--- src/rtl/hs32_xbus_pkg.sv ---
// hs32_xbus_pkg: shared definitions for the hs32 external byte-bus adapter.
//   state_t   : adapter FSM state encoding
//   BEATS     : byte beats per 32-bit word
//   WAITW     : width of the wait-state counter
//   byte_lane : little-endian byte extraction from a 32-bit word
package hs32_xbus_pkg;

    typedef enum logic [1:0] {
        IDLE   = 2'd0,
        SETUP  = 2'd1,
        STROBE = 2'd2,
        DONE   = 2'd3
    } state_t;

    localparam int BEATS = 4;
    localparam int WAITW = 4;

    function automatic logic [7:0] byte_lane(input logic [31:0] word, input logic [1:0] lane);
        logic [7:0] b;
        case (lane)
            2'd0:    b = word[7:0];
            2'd1:    b = word[15:8];
            2'd2:    b = word[23:16];
            default: b = word[31:24];
        endcase
        return b;
    endfunction

endpackage

--- src/rtl/hs32_waitcnt.sv ---
// hs32_waitcnt: loadable down-counter that times the strobe phase of a beat.
//   clk, rstn : clock, asynchronous active-low reset (count resets to 0)
//   load      : load ld_val (has priority over en)
//   en        : decrement by one, holding at zero
//   ld_val    : value loaded on load
//   zero      : count is zero
module hs32_waitcnt
    import hs32_xbus_pkg::*;
(
    input  logic             clk,
    input  logic             rstn,
    input  logic             load,
    input  logic             en,
    input  logic [WAITW-1:0] ld_val,
    output logic             zero
);

    logic [WAITW-1:0] cnt;

    always_ff @(posedge clk or negedge rstn) begin
        if (!rstn) begin
            cnt <= '0;
        end else if (load) begin
            cnt <= ld_val;
        end else if (en && (cnt != '0)) begin
            cnt <= cnt - 1'b1;
        end
    end

    assign zero = (cnt == '0);

endmodule

--- src/rtl/hs32_xbus.sv ---
// hs32_xbus: serialises one 32-bit arbiter request into four 8-bit
// SRAM-style beats (little-endian, byte address base+k carries bits
// [8k+7:8k]) with WAIT_CYCLES extra strobe cycles per beat.
//   clk, rstn          : clock, asynchronous active-low reset
//   addr, rw, dout     : arbiter request (latched on acceptance), addr[1:0] ignored
//   valid              : request present
//   din                : last completed read word
//   ready              : one-cycle completion pulse
//   xaddr              : external byte address
//   xdata_o, xdata_oe  : external write byte and its drive enable
//   xdata_i            : external read byte
//   xcs_n, xoe_n, xwe_n: active-low chip select, output enable, write strobe
// All outputs are registered; every output change is made on the state
// transition that enters the state in which the value must be visible.
module hs32_xbus
    import hs32_xbus_pkg::*;
#(
    parameter int unsigned WAIT_CYCLES = 1
) (
    input  logic        clk,
    input  logic        rstn,
    input  logic [31:0] addr,
    input  logic        rw,
    input  logic [31:0] dout,
    output logic [31:0] din,
    input  logic        valid,
    output logic        ready,
    output logic [31:0] xaddr,
    output logic [7:0]  xdata_o,
    input  logic [7:0]  xdata_i,
    output logic        xdata_oe,
    output logic        xcs_n,
    output logic        xoe_n,
    output logic        xwe_n
);

    localparam logic [WAITW-1:0] WAIT_LD   = WAIT_CYCLES[WAITW-1:0];
    localparam logic [1:0]       LAST_BEAT = 2'(BEATS - 1);

    state_t      state;
    logic [1:0]  beat;
    logic [29:0] abase;
    logic        wr;
    logic [31:0] wdata;
    logic [23:0] rbuf;    // lanes 0..2; lane 3 goes straight into din
    logic        cnt_zero;

    // Word-aligned bus: the byte offset bits of the request are meaningless.
    logic addr_lsb_unused;
    assign addr_lsb_unused = ^addr[1:0];

    // Counter is loaded during SETUP so STROBE sees WAIT_CYCLES..0.
    hs32_waitcnt u_waitcnt (
        .clk    (clk),
        .rstn   (rstn),
        .load   (state == SETUP),
        .en     (state == STROBE),
        .ld_val (WAIT_LD),
        .zero   (cnt_zero)
    );

    always_ff @(posedge clk or negedge rstn) begin
        if (!rstn) begin
            state    <= IDLE;
            beat     <= 2'd0;
            abase    <= '0;
            wr       <= 1'b0;
            wdata    <= '0;
            rbuf     <= '0;
            ready    <= 1'b0;
            din      <= '0;
            xaddr    <= '0;
            xdata_o  <= '0;
            xdata_oe <= 1'b0;
            xcs_n    <= 1'b1;
            xoe_n    <= 1'b1;
            xwe_n    <= 1'b1;
        end else begin
            ready <= 1'b0;
            case (state)
                IDLE: begin
                    if (valid) begin
                        abase <= addr[31:2];
                        wr    <= rw;
                        wdata <= dout;
                        beat  <= 2'd0;
                        // Beat 0 bus fields come from the live inputs
                        // since the latches are only being written now.
                        xaddr <= {addr[31:2], 2'b00};
                        xcs_n <= 1'b0;
                        if (rw) begin
                            xdata_o  <= dout[7:0];
                            xdata_oe <= 1'b1;
                        end else begin
                            xoe_n <= 1'b0;
                        end
                        state <= SETUP;
                    end
                end

                SETUP: begin
                    if (wr) begin
                        xwe_n <= 1'b0;
                    end
                    state <= STROBE;
                end

                STROBE: begin
                    if (cnt_zero) begin
                        xwe_n <= 1'b1;
                        if (!wr) begin
                            case (beat)
                                2'd0:    rbuf[7:0]   <= xdata_i;
                                2'd1:    rbuf[15:8]  <= xdata_i;
                                2'd2:    rbuf[23:16] <= xdata_i;
                                default: ;
                            endcase
                        end
                        if (beat == LAST_BEAT) begin
                            ready    <= 1'b1;
                            xcs_n    <= 1'b1;
                            xoe_n    <= 1'b1;
                            xdata_oe <= 1'b0;
                            if (!wr) begin
                                din <= {xdata_i, rbuf};
                            end
                            state <= DONE;
                        end else begin
                            // A read keeps xoe_n low straight into the next
                            // SETUP, so there is no visible release between beats.
                            beat  <= beat + 2'd1;
                            xaddr <= {abase, beat + 2'd1};
                            if (wr) begin
                                xdata_o <= byte_lane(wdata, beat + 2'd1);
                            end
                            state <= SETUP;
                        end
                    end
                end

                DONE: begin
                    state <= IDLE;
                end
            endcase
        end
    end

endmodule

--- config.mk ---
export PLATFORM = sky130hd
export DESIGN_NAME = hs32_xbus
export DESIGN_NICKNAME = d
export VERILOG_FILES = /design/src/rtl/hs32_xbus_pkg.sv /design/src/rtl/hs32_waitcnt.sv /design/src/rtl/hs32_xbus.sv
export SDC_FILE = /design/constraint.sdc
export NUM_CORES = 1
export LEC_CHECK = 0
export BUFFER_PORTS_ARGS = -buffer_cell sky130_fd_sc_hd__buf_2
export CORE_AREA = 5 5 121 123
export DETAILED_ROUTE_END_ITERATION = 10
export DIE_AREA = 0 0 126 128
export PLACE_DENSITY = 0.82
export SLEW_MARGIN = 30
export SYNTH_ARGS = -nofsm -noshare
export SYNTH_HDL_FRONTEND = slang
export SYNTH_SLANG_ARGS = --single-unit
--- constraint.sdc ---
create_clock -name clk -period 2.85 [get_ports clk]
set_clock_uncertainty 0.05 [all_clocks]
set_input_delay 0.285 -clock clk [delete_from_list [all_inputs] [get_ports clk]]
set_output_delay 0.285 -clock clk [all_outputs]
set_load 0.03 [all_outputs]
# Yosys cells after proc, flatten, opt, wreduce, memory -nomap -nowiden
# Cells that the tools add are included.
# word_totals
reg_bits	172
input_bits	76
out_inout_bits	77
elab_cells	96
# classes
add_sub_neg	2
n_eq_ne	16
muxes	39
bitwise_logic	1
n_reduce_logical	21
# op_table
operator	count
2-to-1 mux 32 bit	3
case mux 32 bit (2 select lines)	1
2-to-1 mux 8 bit	5
case mux 8 bit (3 select lines)	1
AND reduction 4 bit	6
inequality test 2 bit, second input constant	8
case mux 8 bit (2 select lines)	1
2-to-1 mux 1 bit	14
2-to-1 mux 2 bit	6
== test 2 bit, second input constant	5
AND reduction 5 bit	2
2-to-1 mux 4 bit	2
case mux 1 bit (2 select lines)	4
case mux 2 bit (4 select lines)	1
== test 2 x 1 -> 1 bit, second input constant	3
zero test 2 bit	3
AND reduction 6 bit	1
nonzero test 2 bit	3
zero test 4 bit	1
case mux 2 bit (2 select lines)	1
AND reduction 2 bit	2
nonzero test 4 bit	1
subtractor 4 x 1 -> 4 bit, second input constant	1
AND reduction 3 bit	1
other kinds (3)	3

# Logic depth before layout (Yosys ltp)
# Gate-level depths: netlist of the first run.
# logic_depth
ltp_word	7
depth_mapped	8
ltp_nobuf	7

# Cells and area by module
# A second synthesis of the first run with hierarchy kept.
# unflattened
hier_cells	616
area_unflattened_um2	7216.9
# by_module_without_submodules
mod	instances	cells_each	area_each_um2	seq_area_each_um2
hs32_xbus	1	589	6946.7	4157.7
hs32_waitcnt	1	27	270.3	100.1

# Least setup slack after synthesis of the first run
# OpenSTA, ideal clock, no wires.
# synth_timing
kind	register to register
start	reg xaddr[0] (netlist name)
end	reg xdata_o[6]
arrival_ns	1.812
required_time_ns	2.723
slack_ns	0.911
path_stages_with_launch	9
n_path_buf	2
period_less_slack_ns	1.939
path_cell_list	dfrtp_1 > inv_1 > ha_1 > clkbuf_1 > clkbuf_1 > a21oi_1 > a221oi_1 > a21oi_1 > a21oi_1
# synth_lines
item	line	source
to (signal assigned)	hs32_xbus.sv:92	xdata_o <= dout[7:0];
to (signal assigned)	hs32_xbus.sv:134	xdata_o <= byte_lane(wdata, beat + 2'd1);
to (decl)	hs32_xbus.sv:29	output logic [7:0] xdata_o,

# Worst setup path after layout of the first run
# layout_timing
start	reg u_waitcnt.cnt[0]
end	reg din[5]
# layout_via
elab_chain_len	2
# layout_rtl
item	line	source
from (decl)	hs32_waitcnt.sv:18	logic [WAITW-1:0] cnt;
from (signal assigned)	hs32_waitcnt.sv:24	cnt <= ld_val;
from (signal assigned)	hs32_waitcnt.sv:26	cnt <= cnt - 1'b1;
zero test 4 bit	hs32_waitcnt.sv:30	assign zero = (cnt == '0);
AND reduction 4 bit (no line)	-	
to (signal assigned)	hs32_xbus.sv:125	din <= {xdata_i, rbuf};
to (decl)	hs32_xbus.sv:25	output logic [31:0] din,
# Every way passes these cells.
# A chain may end at the register's enable or synchronous reset.

==> impl_metrics.yaml, run 1 <==
outcome:
  status: "complete, no violations"
yosys:
  syn-cell-area_um2: 7220
  async_flop_share: 1.00
  synth_nets: 625
  netlist_instances: 542
  synthTopCellsByArea: "dfrtp_1, mux2_2, mux2_4"
  syn_avg_cell_area_um2: 13.3
  synth_seq_cells: 170
  synth_top_cell_by_area: "dfrtp_1"
  yosys-top-cells-count: "dfrtp_1, mux2_2, nand2_1, o21ai_0"
  synth_top_area_share: 0.579
  synth_edf_count: 0
  yosysMostFrequentCell: "dfrtp_1"
  yosysWarnings: 0
  ys_types: 41
  yosysSeqAreaShare: 0.590
  ys.flop_type: "dfrtp_1"
setup_path:
  crit_arrival_ns: 2.51
  worstPathRequired_ns: 3.10
  critPathMaxFanout: 32
  start_kind: "register"
  endpoint_kind: "register"
  crit_type: "register to register"
place:
  place_congestion: 0.835
  place_hpwl_mm: 11.1
  portBuffers: 150
sta:
  rsz0062_at_grt: "no"
  worst_pin_slew_ns: 0.756
  finalMaxSlewViolations: 0
  tns_ns: 0
  hold_viol_final: 0
  period_minus_slack_ns: 2.26
  finalSetupViolations: 0
  maxSlewHeadroom: 0.496
  period_share: 0.794
  fmax_ghz: 0.442
clock_network:
  cts_tree: "done"
  insertion_delay_ns: 0.42
  root_buffer: "clkbuf_16"
  cts_sinks: 170
  cts_buffers: 17
  post_cts_resized: 0
  post_cts_buffers: 0
  cts_buffer_depth: 2
  clkSlewWorstSetupHoldPaths_ns: 0.06
  h-tree-depth: 4
global_routing:
  grt_first_pass_wirelength_mm: 25.8
  overflow: 0
  grt_max_degree: 64
  grt_pass1_vias: 5078
  antenna_found_initial: 1
  track_usage: 0.203
job:
  maxCapViolCount: 0
drt:
  drt_iter0_drc: 231
  wl_met1_mm: 6.23
  vias_per_cell: 5.43
  wire_per_inst_um: 17.8
  routed-wl-met3_mm: 1.14
  drt_pass1_iterations: 4
  drtAntennaViolNets: 0
  wl_met2_mm: 7.89
  num_vias: 4791
  top_layer: "met4"
  drcViolationCount: 0
  routed_wl_mm: 15.7
layout:
  n_fill_cell: 1044
  area_delta_synth_final_pct: 21.3
  drive_above_1_share: 0.444
  final_nets: 772
pwr:
  ir_worst_vdd_uv: 563
  power_uw: 9900
  p_per_area_nw_per_um2: 1130
  power.leakage_uw: 0.00428
die:
  die_x_um: 126
  die-area_um2: 16100
  core_area_um2: 13600
  ios: 153
  start_util: 0.532
  die_y_um: 128
  num_rows: 43
min_path:
  hp-class: "input port to register"
cell type report:
cell class,instances,area (µm²),share of cell area
tap,180,225,0.0257
sequential,170,4260,0.486
multi-input combinational,325,2750,0.314
clock inverter,7,113,0.0129
inverter,15,56.3,0.00643
clock buffer,25,495,0.0566
antenna,1,2.50,0.000286
timing repair buffer,160,860,0.0981
metal layers:
layer / track usage / vias to the layer above
met2: 0.331 / 172
met1: 0.246 / 2380
met3: 0.0663 / 34
li1: - / 2205
met4: 0.0959 / 0
met5: 0 / -
flip-flops by register name, summed over array words and instances, names as in the netlist:
signal	count
din	32
wdata	32
xaddr	32
abase	30
rbuf	24
xdata_o	8
u_waitcnt.cnt	4
state	2
ready	1
wr	1
xcs_n	1
xdata_oe	1
xoe_n	1
xwe_n	1
power breakdown:
part	switching (µW)	leakage, µW	total, µW	internal (µW)
registers	616	0.00207	4020	3400
logic	2050	0.00191	3520	1470
clock network	886	0.000297	2350	1470
total	3560	0.00428	9900	6340
path summary, 6_finish.rpt:
check                                  from        end  slack (ns)  cells after the start
setup / recovery           u_waitcnt.cnt[0]     din[5]        0.59                      7
hold / removal                     dout[28]  wdata[28]        0.02                      3
setup reg to reg           u_waitcnt.cnt[0]     din[5]        0.59                      7
hold reg to reg                       xcs_n      xcs_n        0.43                      2
max in group asynchronous              rstn      xoe_n        1.57                      3
min in group asynchronous              rstn     din[6]        0.36                      2
cells by family (layout without fill, tap and decap cells):
kind of cell    after synthesis  in the layout  share of synthesized area
flops                       170            170                      0.590
other cells                   0              1                          0
buf+inv                      47            207                     0.0321
simple gates                 77             77                     0.0525
fa+ha+maj                     7              7                     0.0121
compound gates              101            101                     0.0846
mux                         140            140                      0.229
repair_timing:
action                                  in CTS  in global routing
hold buffers                                 1                  0
endpoints found under the hold margin       52                  0
endpoints found under the setup margin       0                  0
layout by cell type, fill, tap and decap left out, types with 2 or more instances in the layout:
master / netlist / layout
a21oi_1: 27 / 27
mux2i_1: 30 / 30
buf_4: 2 / 7
nor2b_1: 3 / 2
a22o_1: 3 / 3
inv_1: 14 / 14
clkinv_2: 0 / 3
dfstp_2: 3 / 3
bufinv_16: 0 / 3
nand2_1: 44 / 44
a22oi_1: 9 / 9
clkbuf_16: 0 / 17
buf_2: 14 / 149
nand2_2: 3 / 3
mux2_4: 30 / 30
dfrtp_1: 167 / 167
clkbuf_1: 12 / 4
buf_12: 0 / 2
o21ai_0: 43 / 43
nand2b_1: 2 / 2
ha_1: 7 / 7
a221oi_1: 8 / 8
o31ai_1: 2 / 2
a32o_1: 3 / 3
mux2_2: 80 / 80
nor2_1: 12 / 12
nor3_1: 3 / 3
clkbuf_8: 0 / 4
critical path, stage by stage, from the launching register on:
cell,delay (ns)
dfrtp_1,0.40
inv_1,0.10
ha_1,0.24
nor3b_4,0.26
nand4b_2,0.18
inv_2,0.14
nand2_4,0.32
mux2_4,0.43
stage by stage:
step | std cells | util | cell area [µm²] | setup WS (ns) | hold WS (ns)
2_1_floorplan | 542 | - | 7220 | 0.911 | -0.0606
3_3_place_gp | 849 | 0.600 | 8140 | 0.707 | 0.208
3_5_place_dp | 849 | 0.600 | 8140 | 0.606 | 0.221
4_1_cts | 882 | 0.646 | 8760 | 0.603 | 0.00272
5_1_grt | 883 | 0.646 | 8760 | 0.439 | 0.0232
6_report | 883 | 0.646 | 8760 | 0.586 | 0.0185
Note: power is estimated with default switching activity, not from simulation.
==> run 2: changes to the inputs <==
--- a/config.mk
+++ b/config.mk
@@ -6,10 +6,10 @@
 export NUM_CORES = 1
 export LEC_CHECK = 0
 export BUFFER_PORTS_ARGS = -buffer_cell sky130_fd_sc_hd__buf_2
-export CORE_AREA = 5 5 121 123
+export CORE_AREA = 5 5 128 130
 export DETAILED_ROUTE_END_ITERATION = 10
-export DIE_AREA = 0 0 126 128
-export PLACE_DENSITY = 0.82
+export DIE_AREA = 0 0 133 135
+export PLACE_DENSITY = 0.78
 export SLEW_MARGIN = 30
 export SYNTH_ARGS = -nofsm -noshare
 export SYNTH_HDL_FRONTEND = slang
==> constraint.sdc (replaced) <==
create_clock -name clk -period 1.9 [get_ports clk]
set_clock_uncertainty 0.05 [all_clocks]
set_input_delay 0.19 -clock clk [delete_from_list [all_inputs] [get_ports clk]]
set_output_delay 0.19 -clock clk [all_outputs]
set_load 0.03 [all_outputs]
==> impl_metrics.yaml, run 2 (synthesized netlist as in run 1, its figures left out) <==
drt:
  routed-wl-met3_mm: 1.25
  drtAntennaViolNets: 0
  wl_met2_mm: 8.71
  wl_met1_mm: 7.36
  vias_per_cell: 5.30
  num_vias: 5146
  top_layer: "met4"
  drcViolationCount: 0
  drt_pass1_iterations: 4
  routed_wl_mm: 17.7
  wire_per_inst_um: 18.3
  drt_iter0_drc: 264
job:
  maxCapViolCount: 0
sta:
  rsz0062_at_grt: "no"
  whs_ns: 0.0243
  finalMaxSlewViolations: 0
  tns_ns: 0
  period_share: 0.971
  fmax_ghz: 0.542
  finalSetupViolations: 0
  period_minus_slack_ns: 1.85
  worst_pin_slew_ns: 0.417
  hold_viol_final: 0
  maxSlewHeadroom: 0.722
clock_network:
  cts_tree: "done"
  root_buffer: "clkbuf_16"
  insertion_delay_ns: 0.42
  cts_buffer_depth: 2
  cts_buffers: 17
  cts_sinks: 170
  h-tree-depth: 4
  clkSlewWorstSetupHoldPaths_ns: 0.06
setup_path:
  cp_slowest_cell: "dfrtp_1"
  crit_top_cell: "inv_2"
  crit_arrival_ns: 2.10
  crit_type: "register to register"
  worstPathRequired_ns: 2.15
  endpoint_kind: "register"
  critPathMaxFanout: 16
  cp_cell_sequence: "inv_2, ha_4, nor3b_4, nand4b_2, inv_2, nand2_4, buf_12, mux2_4"
  start_kind: "register"
  crit_buf_inv: 3
  slowest_delay_ns: 0.39
  crit_family: "simple AND/OR/NAND/NOR gates"
place:
  place_hpwl_mm: 11.6
  dp_cells: 870
  portBuffers: 150
  place_congestion: 0.775
layout:
  area_delta_synth_final_pct: 34.0
  reg_top3: "din x32, wdata x32, xaddr x32"
  final_common_cell: "dfrtp_1"
  n_fill_cell: 1049
  final_cells: 971
  drive_above_1_share: 0.429
  final_nets: 851
  multi_input_comb_area_um2: 2790
  seq_area_um2: 4260
  final_cell_mix: "dfrtp_1, buf_2, mux2_2"
global_routing:
  grt_first_pass_wirelength_mm: 28.8
  overflow: 0
  antenna_found_initial: 2
  grt_max_degree: 54
  grt_pass1_vias: 5586
  track_usage: 0.200
die:
  die_x_um: 133
  core_area_um2: 15000
  start_util: 0.480
  die_y_um: 135
  ios: 153
  die-area_um2: 18000
  num_rows: 45
outcome:
  status: "complete, no violations"
pwr:
  p_per_area_nw_per_um2: 1600
  power.leakage_uw: 0.00468
  ir_worst_vdd_uv: 947
min_path:
  hp-class: "input port to register"
[run 2: cell count changes in the layout (fill, tap and decap cells not counted), moves of 3 or more]
| cell | before | now |
|---|---|---|
| buf_12 | 2 | 10 |
| buf_4 | 7 | 12 |
| nand2_4 | 1 | 4 |
| nand2_2 | 3 | 0 |
| dlygate4sd3_1 | 1 | 67 |
[run 2: power breakdown]
group          leakage (µW)  switching, µW  total (µW)  internal, µW
Clock              0.000291           1410        3560          2140
Sequential          0.00207            872        5980          5110
Combinational       0.00232           3350        5900          2550
Total               0.00468           5640       15400          9800
[run 2: layout make-up]
type / count / area share
timing repair buffer: 239 / 0.178
sequential: 170 / 0.440
inverter: 15 / 0.00582
antenna: 2 / 0.000517
tap: 188 / 0.0243
multi-input combinational: 325 / 0.289
clock inverter: 10 / 0.0146
clock buffer: 22 / 0.0480
[run 2: per-layer routing]
metal	vias up	GRT usage
met4	0	0.0699
met5	-	0
li1	2373	-
met3	34	0.0615
met2	176	0.334
met1	2563	0.249
[run 2: repair_timing]
item                       CTS  global route
gates cloned                 0             0
hold buffers                67             0
hold endpoints to repair   202             0
setup endpoints to repair   55            64
buffers inserted             0             0
pin swaps                    2             2
gates resized for setup      6             7
[run 2: through the flow]
| stage | area (µm²) | setup WS (ns) | total power (µW) | utilization |
|---|---|---|---|---|
| detailed placement | 8350 | -0.0506 | 11600 | 0.555 |
| floorplan | 7220 | 0.0402 | 9790 | - |
| global placement | 8350 | 0.0402 | 11300 | 0.555 |
| global route | 9670 | 0.00349 | 16300 | 0.643 |
| CTS | 9650 | 0.0290 | 15400 | 0.642 |
| finish | 9670 | 0.0543 | 15400 | 0.643 |
[run 2: final timing paths]
check | to | slack [ns] | from | cells past startpoint
worst max-delay path | din[28] | 0.05 | u_waitcnt.cnt[0] | 8
worst max register to register | din[28] | 0.05 | u_waitcnt.cnt[0] | 8
worst min-delay path | din[26] | 0.02 | xdata_i[2] | 2
max in group asynchronous | xcs_n | 0.99 | rstn | 3
min in group asynchronous | din[24] | 0.19 | rstn | 2
worst min register to register | xcs_n | 0.42 | xcs_n | 2
